`src/rtl/imm_extend_pipe.sv`:
```
// Pipelined immediate generator between decode and execute.
// A 2-entry main/skid buffer keeps in_ready driven purely from registered occupancy.
module imm_extend_pipe #(
  parameter int IN_W  = 16,
  parameter int OUT_W = 32,
  parameter int SHIFT = 2,
  parameter int TAG_W = 5
) (
  input  logic             clk,
  input  logic             rst,
  input  logic             in_valid,
  output logic             in_ready,
  input  logic [IN_W-1:0]  in_imm,
  input  logic [1:0]       in_mode,
  input  logic [TAG_W-1:0] in_tag,
  output logic             out_valid,
  input  logic             out_ready,
  output logic [OUT_W-1:0] out_imm,
  output logic [TAG_W-1:0] out_tag,
  output logic [1:0]       out_mode
);

  localparam logic [1:0] EMPTY = 2'd0;
  localparam logic [1:0] ONE   = 2'd1;
  localparam logic [1:0] TWO   = 2'd2;

  logic [1:0]       count_reg, count_next;
  logic [OUT_W-1:0] main_imm_reg, skid_imm_reg;
  logic [TAG_W-1:0] main_tag_reg, skid_tag_reg;
  logic [1:0]       main_mode_reg, skid_mode_reg;

  logic [OUT_W-1:0] sext, zext, upper, ext_imm;
  logic             in_fire, out_fire;
  logic             load_main_in, load_main_skid, load_skid;

  // Bitwise construction avoids zero-width replications when OUT_W == IN_W.
  for (genvar gi = 0; gi < OUT_W; gi++) begin : g_ext
    if (gi < IN_W) begin : g_low
      assign sext[gi] = in_imm[gi];
      assign zext[gi] = in_imm[gi];
    end else begin : g_high
      assign sext[gi] = in_imm[IN_W-1];
      assign zext[gi] = 1'b0;
    end
    if (gi >= OUT_W - IN_W) begin : g_up
      assign upper[gi] = in_imm[gi-(OUT_W-IN_W)];
    end else begin : g_up_zero
      assign upper[gi] = 1'b0;
    end
  end

  always_comb begin
    ext_imm = sext;
    case (in_mode)
      2'b00:   ext_imm = sext;
      2'b01:   ext_imm = zext;
      2'b10:   ext_imm = sext << SHIFT;
      default: ext_imm = upper;
    endcase
  end

  // State and data registers.
  always_ff @(posedge clk or posedge rst) begin
    if (rst) begin
      count_reg     <= EMPTY;
      main_imm_reg  <= '0;
      main_tag_reg  <= '0;
      main_mode_reg <= '0;
      skid_imm_reg  <= '0;
      skid_tag_reg  <= '0;
      skid_mode_reg <= '0;
    end else begin
      count_reg <= count_next;
      if (load_main_in) begin
        main_imm_reg  <= ext_imm;
        main_tag_reg  <= in_tag;
        main_mode_reg <= in_mode;
      end else if (load_main_skid) begin
        main_imm_reg  <= skid_imm_reg;
        main_tag_reg  <= skid_tag_reg;
        main_mode_reg <= skid_mode_reg;
      end
      if (load_skid) begin
        skid_imm_reg  <= ext_imm;
        skid_tag_reg  <= in_tag;
        skid_mode_reg <= in_mode;
      end
    end
  end

  // Next-state and load enables.
  always_comb begin
    in_fire        = in_valid & in_ready;
    out_fire       = out_valid & out_ready;
    count_next     = count_reg;
    load_main_in   = 1'b0;
    load_main_skid = 1'b0;
    load_skid      = 1'b0;
    case (count_reg)
      EMPTY: begin
        if (in_fire) begin
          load_main_in = 1'b1;
          count_next   = ONE;
        end
      end
      ONE: begin
        if (in_fire && out_fire) begin
          load_main_in = 1'b1;
        end else if (out_fire) begin
          count_next = EMPTY;
        end else if (in_fire) begin
          load_skid  = 1'b1;
          count_next = TWO;
        end
      end
      TWO: begin
        if (out_fire) begin
          load_main_skid = 1'b1;
          count_next     = ONE;
        end
      end
      default: count_next = EMPTY;
    endcase
  end

  // Outputs derive only from registered state.
  always_comb begin
    in_ready  = (count_reg != TWO);
    out_valid = (count_reg != EMPTY);
    out_imm   = main_imm_reg;
    out_tag   = main_tag_reg;
    out_mode  = main_mode_reg;
  end

endmodule

```
`config.mk`:
```
export PLATFORM = sky130hd
export DESIGN_NAME = imm_extend_pipe
export DESIGN_NICKNAME = d
export VERILOG_FILES = /design/src/rtl/imm_extend_pipe.sv
export SDC_FILE = /design/constraint.sdc
export NUM_CORES = 1
export LEC_CHECK = 0
export ABC_AREA = 1
export BUFFER_PORTS_ARGS = -buffer_cell sky130_fd_sc_hd__buf_2
export CAP_MARGIN = 5
export CELL_PAD_IN_SITES_DETAIL_PLACEMENT = 0
export CELL_PAD_IN_SITES_GLOBAL_PLACEMENT = 2
export CORE_MARGIN = 2
export CORE_UTILIZATION = 35
export CTS_BUF_LIST = sky130_fd_sc_hd__clkbuf_2
export DETAILED_ROUTE_END_ITERATION = 16
export PLACE_DENSITY_LB_ADDON = 0.1
export SYNTH_ARGS = -nofsm -noshare
export SYNTH_HDL_FRONTEND = slang
export SYNTH_SLANG_ARGS = --single-unit
```
`constraint.sdc`:
```
create_clock -name clk -period 6.5 [get_ports clk]
set_clock_uncertainty 0.1 [all_clocks]
set_input_delay 1.3 -clock clk [delete_from_list [all_inputs] [get_ports clk]]
set_output_delay 1.3 -clock clk [all_outputs]
set_load 0.005 [all_outputs]
```
Word level (Yosys, flattened, before mapping)
Index checks and enable logic that the tools add are counted.
Operators by class
  equal/unequal tests: 9
  muxes and demuxes: 21
  bitwise logic cells: 2
  reduce and logical (&&, ||, !) cells: 6
Operator list (count)
  $pmux 32 s3: 1
  $mux 32: 2
  $mux 2: 7
  $mux 5: 2
  $ne 2x2->1 const B: 4
  $mux 1: 7
  $pmux 2 s3: 1
  $eq 2x1->1 const B: 2
  $eq 2x2->1 const B: 2
  $logic_not 2->1: 2
  $reduce_and 4->1: 1
  $reduce_bool 2->1: 2
  $ne 3x3->1 const B: 1
  $and 1x1->1: 2
  $pmux 1 s2: 1
  $logic_and 1x1->1: 1
Word-level totals
  register bits: 80
  word-level logic and storage cells: 45

Logic depth before layout (Yosys ltp)
  depth after elaboration: 6
  gate-level depth with buffers: 8

Worst setup path before layout
Ideal clock, no wire load.
  path kind: input to register
  start point: input in_mode[0]
  end point: register main_imm_reg[31], in the netlist out_imm[31]
  library setup time: 0.124 ns
  arrival: 2.058 ns
  required time: 6.276 ns
  path slack: 4.218 ns
  cell stages on the path: 7
  cell sequence: buf_2 inv_1 nand2_1 buf_2 nand2_1 nand2_1 nand3_1
On the way
  word-level cells in the longest chain between the ends: 3
  elaborated cells on any way between the ends: 5
Ends and longest elaborated chain
  start, declared: RTL line 14  | input logic [1:0] in_mode,
  $eq 2x2->1, or another cell as far along: RTL line 54  | case (in_mode)
  $pmux 32 s3 *: RTL line 54
  $mux 32 *: RTL line 74  | if (load_main_in) begin
  end signal, assigned: RTL line 75  | main_imm_reg <= ext_imm;
  end signal, assigned: RTL line 79  | main_imm_reg <= skid_imm_reg;
  end, declared: RTL line 28  | logic [OUT_W-1:0] main_imm_reg, skid_imm_reg;
Every way passes the cells marked *; elsewhere a longest branch is shown, timed or not.
A chain may end at the register's enable or synchronous reset.

Worst setup path after layout
  start point: register count_reg[0]
  end point: output in_ready
On the way
  word-level cells in the longest chain between the ends: 1
Ends and longest elaborated chain
  start, declared: RTL line 27  | logic [1:0] count_reg, count_next;
  start signal, assigned: RTL line 73  | count_reg <= count_next;
  $ne 2x2->1: RTL line 128  | in_ready = (count_reg != TWO);
  end, declared: RTL line 12  | output logic in_ready,
No other way between the ends.

==> metrics.md <==
| Metric | Value |
|---|---|
| Run status | `finished, final reports clean` |
| Starting density of the core | `35.9%` |
| Worst path required time | `5.10 ns` |
| Relative slew margins | `30.9%` |
| TritonCTS clock tree | `yes` |
| Final TNS setup | `0 ns` |
| Power density over cell area | `306 nW/um^2` |
| Final hold violations | `0` |
| Min Tclk post-route | `2.78 ns` |
| Seq/Total Area, Yosys | `54.2%` |
| Site Rows | `37` |
| Die area | `11,400 um^2` |
| Synthesized area | `3690 um^2` |
| DIE HEIGHT | `107 um` |
| Antenna Cells | `0` |
| Number of global-route vias before repair | `3,265` |
| GRT Overall Usage | `19.4%` |
| Setup WS pre-CTS | `3.38 ns` |
| Core region area | `10,300 um^2` |
| DRT Pass-1 Iters | `5` |
| CP max stage cell | `dfrtp_1` |
| Post-Syn Area per Cell | `7.63 um^2` |
| IO Pins | `68` |
| DIE WIDTH | `107 um` |
| Clk root buf | `clkbuf_2` |
| Area Growth Syn to Fin | `13.9%` |
| CTS Sinks | `80` |
| CP Buf/Inv Count | `2` |
| Critical Path Sink Type | `primary output` |
| DRC Markers | `0` |
| GRT overflow | `0` |
| Most frequent cells in the layout | `nand2_1 (256), nand3_1 (96), dfrtp_1 (80)` |
| Crit path max-delay family | `flip-flops` |
| Final wirelength | `10,400 um` |
| Sequential Power Share | `54.5%` |
| WS Path Type | `flop to primary output` |
| Switching Fraction | `34.5%` |
| Final worst setup slack | `3.72 ns` |
| Mapped Nets | `511` |
| DR WL/cell | `15.4 um` |
| DR vias/cell | `4.84` |
| Worst R2R Start | `count_reg[1]` |
| Reg2reg end | `out_imm[0]` |
| Max VDD drop | `107 uV` |
| Endpoint, Worst Hold | `skid_imm_reg[4]` |
| Global-route wire length before repair | `17,200 um` |
| Logic pwr share | `23.6%` |
| Startpoint Class | `flop` |
| Count of unique library cells instantiated by Yosys | `15` |
| CTS Buffer Depth | `2` |
| Peak Freq | `0.360 GHz` |
| Initial antenna violation count | `0` |
| Hold path cells | `2` |
| GP Congestion | `0.722` |
| # port buffers | `67` |
| Synth Instances | `484` |
| Yosys reg bits | `80` |
| Total of max-cap violations | `0` |
| Slowest stage delay, CP | `0.49 ns` |
| Iter 0 DRT Violations | `186` |
| Pwr Total | `1290 uW` |
| Commonest non-fill, non-tap cell in the layout | `nand2_1` |
| Via count | `3,281` |
| Setup violations, final | `0` |
| Worst Hold Launch | `skid_imm_reg[4]` |
| Internal | `843 uW` |
| Psw | `443 uW` |
| Post-route clock period utilization | `42.7%` |
| RSZ-0062 raised after global routing | `false` |
| Post-CTS Resized | `0` |
| Skew-Pair Late Insertion Delay | `0.52 ns` |
| CP max FO | `5` |
| CP Data Arrival Time | `1.38 ns` |
| Worst-Margin Slew | `1.04 ns` |
| Worst-path cell chain | `nor2_2 > inv_1 > buf_2` |
| Total CTS buffers | `9` |
| Static leakage | `0.00233 uW` |
| Share of layout cells above drive strength 1 | `17.9%` |
| Synth warn | `0` |
| Reg2reg path depth | `7` |
| Postcts setup bufs | `0` |
| Post-DRT Antenna Nets | `0` |
| Final Instance Area | `4210 um^2` |
| Clk pwr share | `21.9%` |
| R2R Setup Slk | `4.42 ns` |
| H-tree depth | `3` |
| Worst min path class | `flop to flop` |
| Placement Cell Area | `4090 um^2` |
| Hold_buf cts | `0` |
| Worst-path clk slew | `0.24 ns` |
| Post-DP HPWL | `6230 um` |
| Largest net degree at the start of global routing | `81` |
| Fin nets | `564` |
| Slew Limit Fails | `0` |
| Filler Cell Count | `1,135` |
cells by family (layout without fill, tap and decap cells):
family / after synthesis / after routing / synth area share (%)
buffers and inverters: 40 / 98 / 4.88
and+or+nand+nor: 359 / 359 / 40.2
DFF: 80 / 80 / 54.2
AOI/OAI and AO/OA: 5 / 5 / 0.677
power groups by stage:
stage / registers (uW) / clock network, uW / logic (uW)
final: 701 / 282 / 304
after global routing: 719 / 312 / 351
after CTS: 702 / 288 / 311
after detailed placement: 712 / 0 / 310
after global placement: 711 / 0 / 304
after floorplan: 706 / 0 / 186
cells in the mapped netlist:
library cell  count  area share, %
nand2_1         256             26
nand3_1          96             13
dfrtp_1          80             54
buf_2            18            2.4
clkbuf_1          6           0.61
inv_2             6           0.61
inv_1             5           0.51
o21ai_0           5           0.68
buf_1             3           0.30
buf_4             2           0.41
nor2_1            2           0.20
nor2_2            2           0.34
nand2_2           1           0.17
nand4_1           1           0.17
nand4_2           1           0.34
per-stage QoR:
step                hold slack (ns)  std cells  util (%)
floorplan                     0.349        484         -
global placement              0.362        662      39.8
detailed placement            0.365        662      39.8
CTS                           0.411        678      40.9
global route                  0.436        678      40.9
finish                        0.411        678      40.9
worst reg2reg max path, stage by stage, from the launching register on:
cell	delay, ns
dfrtp_1	0.45
nor2_1	0.14
nand2_2	0.05
buf_4	0.29
inv_2	0.67
nand2_1	0.15
nand2_1	0.10
nand2_1	0.05
cell type report:
cell class	count	area, um^2	share of cell area (%)
Inverter	11	42.5	1.01
Multi-Input combinational cell	364	1510	35.9
Sequential cell	80	2000	47.6
Tap cell	136	170	4.04
Clock buffer	9	45.0	1.07
Clock inverter	7	71.3	1.69
Timing Repair Buffer	71	365	8.68
routing by layer:
metal	GRT usage (%)	share of wire, %	routed length (um)	vias up
met1	28.9	50	5210	1562
met5	0	0	0	-
met2	29.3	45	4640	76
met3	3.53	4.7	491	5
li1	-	-	-	1638
met4	4.82	0.76	79	0
how the worst max path moves through the flow:
stage / startpoint / end / slack (ns) / cells past startpoint
detailed placement: in_valid / out_imm[0] / 3.38 / 9
finish: count_reg[0] / in_ready / 3.72 / 3
CTS: count_reg[0] / in_ready / 3.69 / 3
floorplan: rst / count_reg[0] / 3.05 / 1
global route: count_reg[0] / in_ready / 3.59 / 3
global placement: in_valid / out_imm[1] / 3.44 / 9
Note: power is estimated with default switching activity, not from simulation.
